**src/rtl/blink_hex_bank.sv**
```systemverilog
// Multi-digit 7-segment driver with a programmable blink divider, per-digit
// blink enable, and steady / blink / alternate / off display modes.
module blink_hex_bank #(
    parameter int DIGITS = 6,
    parameter int DIV_W  = 26
) (
    input  logic                clk,
    input  logic                reset,
    input  logic [5*DIGITS-1:0] codes,
    input  logic [DIGITS-1:0]   blink_en,
    input  logic [1:0]          mode,
    input  logic [DIV_W-1:0]    period,
    output logic [7*DIGITS-1:0] hex,
    output logic                phase,
    output logic                tick
);

    typedef enum logic [1:0] {
        STEADY = 2'b00,
        BLINK  = 2'b01,
        ALT    = 2'b10,
        OFF    = 2'b11
    } mode_t;

    // alphaHex: hex digits 0-F, then a small letter/symbol set; segments {g,f,e,d,c,b,a}, active low
    function automatic logic [6:0] alpha_hex(input logic [4:0] code);
        case (code)
            5'd0:    return 7'b1000000;
            5'd1:    return 7'b1111001;
            5'd2:    return 7'b0100100;
            5'd3:    return 7'b0110000;
            5'd4:    return 7'b0011001;
            5'd5:    return 7'b0010010;
            5'd6:    return 7'b0000010;
            5'd7:    return 7'b1111000;
            5'd8:    return 7'b0000000;
            5'd9:    return 7'b0010000;
            5'd10:   return 7'b0001000;
            5'd11:   return 7'b0000011;
            5'd12:   return 7'b1000110;
            5'd13:   return 7'b0100001;
            5'd14:   return 7'b0000110;
            5'd15:   return 7'b0001110;
            5'd16:   return 7'b0001001;
            5'd17:   return 7'b1000111;
            5'd18:   return 7'b0001100;
            5'd19:   return 7'b1000001;
            5'd20:   return 7'b0101111;
            5'd21:   return 7'b0101011;
            5'd22:   return 7'b0100011;
            5'd23:   return 7'b0000111;
            5'd24:   return 7'b0010001;
            5'd25:   return 7'b0111111;
            5'd26:   return 7'b1000010;
            5'd27:   return 7'b1100001;
            5'd28:   return 7'b1110111;
            default: return 7'b1111111;
        endcase
    endfunction

    function automatic logic digit_blank(input mode_t m, input logic en,
                                         input logic ph, input logic odd);
        case (m)
            STEADY:  return 1'b0;
            BLINK:   return en && !ph;
            ALT:     return en && ((ph ^ odd) == 1'b0);
            default: return 1'b1;
        endcase
    endfunction

    mode_t               cur_mode;
    logic [DIV_W-1:0]    count;
    logic [DIV_W-1:0]    eff;
    logic                toggle;
    logic                phase_ns;
    logic [5*DIGITS-1:0] shadow;
    logic [5*DIGITS-1:0] shadow_ns;
    logic [7*DIGITS-1:0] hex_ns;

    assign cur_mode = mode_t'(mode);

    // >= rather than == so a shortened period toggles on the next edge instead of wrapping
    always_comb begin
        eff      = (period == '0) ? DIV_W'(1) : period;
        toggle   = (count >= eff - DIV_W'(1));
        phase_ns = toggle ? ~phase : phase;
    end

    always_comb begin
        shadow_ns = shadow;
        hex_ns    = '1;
        for (int d = 0; d < DIGITS; d++) begin
            if (toggle || cur_mode == STEADY)
                shadow_ns[5*d +: 5] = codes[5*d +: 5];
            if (!digit_blank(cur_mode, blink_en[d], phase_ns, d[0]))
                hex_ns[7*d +: 7] = alpha_hex(shadow_ns[5*d +: 5]);
        end
    end

    always_ff @(posedge clk or posedge reset) begin
        if (reset) begin
            count  <= '0;
            phase  <= 1'b0;
            tick   <= 1'b0;
            shadow <= '0;
            hex    <= '1;
        end else begin
            count  <= toggle ? '0 : count + DIV_W'(1);
            phase  <= phase_ns;
            tick   <= toggle;
            shadow <= shadow_ns;
            hex    <= hex_ns;
        end
    end

endmodule

```
**config.mk**
```make
export PLATFORM = sky130hd
export DESIGN_NAME = blink_hex_bank
export DESIGN_NICKNAME = d
export VERILOG_FILES = /design/src/rtl/blink_hex_bank.sv
export SDC_FILE = /design/constraint.sdc
export NUM_CORES = 1
export LEC_CHECK = 0
export ABC_AREA = 0
export BUFFER_PORTS_ARGS = -buffer_cell sky130_fd_sc_hd__clkbuf_2
export CELL_PAD_IN_SITES_DETAIL_PLACEMENT = 2
export CELL_PAD_IN_SITES_GLOBAL_PLACEMENT = 2
export CORE_MARGIN = 4
export CORE_UTILIZATION = 24
export CTS_BUF_LIST = sky130_fd_sc_hd__clkbuf_8
export DETAILED_ROUTE_END_ITERATION = 6
export PLACE_DENSITY_LB_ADDON = 0.1
export SYNTH_ARGS = -nofsm -noshare
export SYNTH_HDL_FRONTEND = slang
export SYNTH_SLANG_ARGS = --single-unit
```
**constraint.sdc**
```tcl
create_clock -name clk -period 4 [get_ports clk]
set_clock_uncertainty 0.1 [all_clocks]
set_input_delay 0.4 -clock clk [delete_from_list [all_inputs] [get_ports clk]]
set_output_delay 0.4 -clock clk [all_outputs]
set_load 0.05 [all_outputs]
```
==> flow_results.xml <==
<?xml version="1.0" encoding="UTF-8"?>
<metrics>
  <group name="die">
    <metric name="io_count" unit="">110</metric>
    <metric name="area_of_the_die" unit="um2">35700</metric>
    <metric name="rows" unit="">66</metric>
    <metric name="dieHeight" unit="um">189</metric>
    <metric name="initial_core_util" unit="">0.242</metric>
    <metric name="placeable_core_region" unit="um2">32500</metric>
    <metric name="fp.dieW" unit="um">189</metric>
  </group>
  <group name="run_status">
    <metric name="failed_checks" unit="">setup timing</metric>
    <metric name="outcome" unit="">finished, violations left</metric>
  </group>
  <group name="cts">
    <metric name="cts_tree" unit="">built</metric>
    <metric name="clock_sinks" unit="">100</metric>
    <metric name="clock_tree.buffer_depth" unit="">2</metric>
    <metric name="worst_skew_pair.late_latency" unit="ns">0.41</metric>
    <metric name="cts_inserted_buffers" unit="">9</metric>
    <metric name="clock_tree.htree_level_count" unit="">3</metric>
    <metric name="root_buffer" unit="">sky130_fd_sc_hd__clkbuf_8</metric>
    <metric name="clkSlewWorstSetupHoldPaths" unit="ns">0.11</metric>
  </group>
  <group name="synthesis">
    <metric name="synth.avg_cell_area" unit="um2">9.14</metric>
    <metric name="synth.net_count" unit="">992</metric>
    <metric name="yosysWarnings" unit="">0</metric>
    <metric name="post_synth_edffs" unit="">0</metric>
    <metric name="postSynth.topFlopCell" unit="">sky130_fd_sc_hd__dfrtp_1</metric>
    <metric name="ys_seq_elements" unit="">100</metric>
    <metric name="most_used_standard_cell_by_instance_count_after_synthesis" unit="">sky130_fd_sc_hd__nor2_1</metric>
    <metric name="netlist.area_leader.share" unit="">0.185</metric>
    <metric name="post_synthesis_cell_count" unit="">860</metric>
    <metric name="post_synth_num_cell_types" unit="">83</metric>
    <metric name="seq_total_area_yosys" unit="">0.325</metric>
    <metric name="netlist_area" unit="um2">7860</metric>
    <metric name="synth.top_cells.by_count" unit="">94 x sky130_fd_sc_hd__nor2_1, 66 x sky130_fd_sc_hd__ha_1, 58 x sky130_fd_sc_hd__dfrtp_1</metric>
    <metric name="synth_async_sr_flop_share" unit="">1.00</metric>
    <metric name="synth_area_leader_cell" unit="">sky130_fd_sc_hd__dfrtp_1</metric>
    <metric name="synth_area_leaders" unit="">sky130_fd_sc_hd__dfrtp_1 18%, sky130_fd_sc_hd__dfstp_2 14%, sky130_fd_sc_hd__ha_1 11%</metric>
  </group>
  <group name="worst_setup_path">
    <metric name="timing.critical_path.from_type" unit="">input port</metric>
    <metric name="critical_path.max_stage_delay" unit="ns">0.53</metric>
    <metric name="crit_path_max_fanout" unit="">4</metric>
    <metric name="worst_setup_path_end_kind" unit="">register</metric>
    <metric name="timing.critical_path.required" unit="ns">4.22</metric>
    <metric name="worst-path-buf-inv" unit="">4</metric>
    <metric name="crit_family" unit="">simple AND/OR/NAND/NOR gates</metric>
    <metric name="crit_path_top_delay_cell" unit="">sky130_fd_sc_hd__or4_4</metric>
    <metric name="worst-setup-path-type" unit="">in -&gt; reg</metric>
    <metric name="critPathArrivalTime" unit="ns">5.38</metric>
  </group>
  <group name="place">
    <metric name="port_buffers" unit="">109</metric>
    <metric name="post_place_worst_slack" unit="ns">-1.75</metric>
    <metric name="post-place-cells" unit="">1593</metric>
    <metric name="gp_routability_congestion" unit="">0.802</metric>
    <metric name="dp_hpwl" unit="um">23200</metric>
  </group>
  <group name="layout">
    <metric name="layout.nets" unit="">1382</metric>
    <metric name="post_route_cells_drive_above_1_share" unit="">0.570</metric>
    <metric name="areaGrowthSynthToFinish" unit="%">70.3</metric>
    <metric name="final_cells" unit="">1697</metric>
    <metric name="antenna_cells" unit="">0</metric>
  </group>
  <group name="drt">
    <metric name="post-route-drc-count" unit="">0</metric>
    <metric name="routed_wirelength" unit="um">32400</metric>
    <metric name="drt.antenna.violating_nets" unit="">0</metric>
    <metric name="drt_iter0_drc" unit="">241</metric>
    <metric name="drt-wirelength-per-cell" unit="um">19.1</metric>
    <metric name="detailedRoute.firstPassIterationCount" unit="">4</metric>
    <metric name="route.vias.total" unit="">8189</metric>
    <metric name="vias_per_cell" unit="">4.83</metric>
  </group>
  <group name="sta">
    <metric name="final_min_period_over_clock_period" unit="">1.29</metric>
    <metric name="setup_tns" unit="ns">-66.35</metric>
    <metric name="finalHoldViolations" unit="">0</metric>
    <metric name="timing.max_slew.rel_slack" unit="">0.557</metric>
    <metric name="layout_setup_ws" unit="ns">-1.16</metric>
    <metric name="setup_repair_after_global_routing_missed_its_margin" unit="">yes</metric>
    <metric name="fmaxAchievable" unit="GHz">0.194</metric>
    <metric name="slew_at_the_pin_closest_to_its_max_slew_limit" unit="ns">0.665</metric>
    <metric name="final_max_slew_viol_count" unit="">0</metric>
    <metric name="period_needed" unit="ns">5.16</metric>
    <metric name="finalSetupViolCount" unit="">100</metric>
    <metric name="hold_slack" unit="ns">0.224</metric>
  </group>
  <group name="global_route">
    <metric name="grt_pass1_vias" unit="">9042</metric>
    <metric name="globalRouteMet3Util" unit="">0.0271</metric>
    <metric name="grt-busiest-layer" unit="">met2</metric>
    <metric name="gr-usage-all-layers" unit="">0.173</metric>
    <metric name="grt.met2_usage" unit="">0.303</metric>
    <metric name="grt_max_degree" unit="">57</metric>
    <metric name="antenna_found_initial" unit="">3</metric>
    <metric name="grt_first_pass_wirelength" unit="um">49900</metric>
    <metric name="globalRouteMet1Util" unit="">0.223</metric>
    <metric name="grt_remaining_overflow" unit="">0</metric>
  </group>
  <group name="power">
    <metric name="vdd.ir_drop.worst" unit="V">0.000320</metric>
    <metric name="powerDensity" unit="nW/um2">608</metric>
    <metric name="fin_total_pwr" unit="mW">8.14</metric>
    <metric name="p_leak" unit="nW">5.60</metric>
  </group>
  <group name="min_path">
    <metric name="path_class_of_the_lowest_slack_min_delay_path" unit="">in -&gt; reg</metric>
  </group>
  <group name="flow_run">
    <metric name="max_cap_viol_count" unit="">0</metric>
  </group>
</metrics>
[layout make-up]
class	count	area, um2
Clock inverter	4	23.8
Fill cell	3508	19100
Sequential cell	100	2550
Clock buffer	12	165
Tap cell	442	553
Timing Repair Buffer	410	3430
Multi-Input combinational cell	680	6380
Inverter	49	279
[worst reg2reg max path, stage by stage (launching register included)]
cell,delay [ns]
sky130_fd_sc_hd__dfrtp_1,0.47
sky130_fd_sc_hd__ha_1,0.36
sky130_fd_sc_hd__a211oi_2,0.23
sky130_fd_sc_hd__nor2_1,0.06
sky130_fd_sc_hd__or3_4,0.42
sky130_fd_sc_hd__o2111a_2,0.32
sky130_fd_sc_hd__nor2_8,0.18
sky130_fd_sc_hd__buf_12,0.13
sky130_fd_sc_hd__mux2_4,0.33
sky130_fd_sc_hd__buf_6,0.14
sky130_fd_sc_hd__ha_4,0.18
sky130_fd_sc_hd__mux2i_2,0.18
sky130_fd_sc_hd__o32ai_2,0.11
sky130_fd_sc_hd__or3_1,0.32
[logic make-up (layout without fill, tap and decap cells)]
| group | after synthesis | in the layout | share of synthesized area |
|---|---|---|---|
| buffers and inverters | 81 | 475 | 0.0463 |
| and+or+nand+nor | 307 | 308 | 0.203 |
| adders and majority gates | 66 | 66 | 0.105 |
| DFF | 100 | 100 | 0.325 |
| muxes | 49 | 49 | 0.0829 |
| xor gates and xnor gates | 53 | 53 | 0.0608 |
| AOI/OAI and AO/OA | 204 | 204 | 0.176 |
[worst paths after layout]
path	start	to	slack (ns)	cells past startpoint
max	period[12]	hex[40]	-1.16	26
min	blink_en[1]	hex[13]	0.22	3
max reg2reg	count[7]	hex[40]	0.41	13
min reg2reg	count[0]	count[0]	0.51	2
max in group asynchronous	reset	hex[26]	2.44	4
min in group asynchronous	reset	shadow[29]	0.58	3
[layer usage]
metal	vias to the layer above	wire length (um)
li1	3940	-
met1	4133	14400
met5	-	34
met3	30	767
met4	6	444
met2	80	16800
[state kept, by name, summed over array words and instances, names as in the netlist]
signal	cells
hex	42
shadow	30
count	26
phase	1
tick	1
[cells in the final DEF (no fill, tap or decap), types with 11 or more instances in the layout]
master,count
sky130_fd_sc_hd__a211oi_1,12
sky130_fd_sc_hd__a21oi_1,31
sky130_fd_sc_hd__a21oi_2,13
sky130_fd_sc_hd__buf_12,18
sky130_fd_sc_hd__buf_4,191
sky130_fd_sc_hd__buf_6,84
sky130_fd_sc_hd__clkbuf_2,108
sky130_fd_sc_hd__clkbuf_8,12
sky130_fd_sc_hd__dfrtp_1,58
sky130_fd_sc_hd__dfstp_2,42
sky130_fd_sc_hd__ha_1,39
sky130_fd_sc_hd__ha_4,26
sky130_fd_sc_hd__inv_1,15
sky130_fd_sc_hd__inv_4,18
sky130_fd_sc_hd__mux2i_1,12
sky130_fd_sc_hd__mux2i_4,23
sky130_fd_sc_hd__nand2_1,39
sky130_fd_sc_hd__nand3_1,33
sky130_fd_sc_hd__nand4_1,14
sky130_fd_sc_hd__nor2_1,59
sky130_fd_sc_hd__nor2_4,28
sky130_fd_sc_hd__nor3_1,23
sky130_fd_sc_hd__o211ai_1,11
sky130_fd_sc_hd__o21ai_0,17
sky130_fd_sc_hd__o21ai_1,12
sky130_fd_sc_hd__xnor2_1,29
sky130_fd_sc_hd__xor2_1,22
[power by group]
part | switching (mW) | leakage (nW) | internal (mW) | total (mW)
clock | 0.416 | 0.0958 | 0.275 | 0.692
combinational | 3.08 | 4.33 | 2.56 | 5.64
sequential | 0.312 | 1.17 | 1.49 | 1.81
total | 3.81 | 5.60 | 4.33 | 8.14
[repair_timing]
action	CTS	global route
resized for setup	159	240
hold buffers	1	0
cloned	3	1
pin swaps	31	107
hold endpoints to repair	20	0
buffers inserted	43	59
setup endpoints to repair	100	100
[per-stage QoR]
stage / cell area, um2 / utilization
after floorplan: 8290 / -
after global placement: 10800 / 0.332
after detailed placement: 10800 / 0.332
after CTS: 12100 / 0.372
after global routing: 13400 / 0.412
final: 13400 / 0.412
Note: power is estimated with default switching activity, not from simulation.
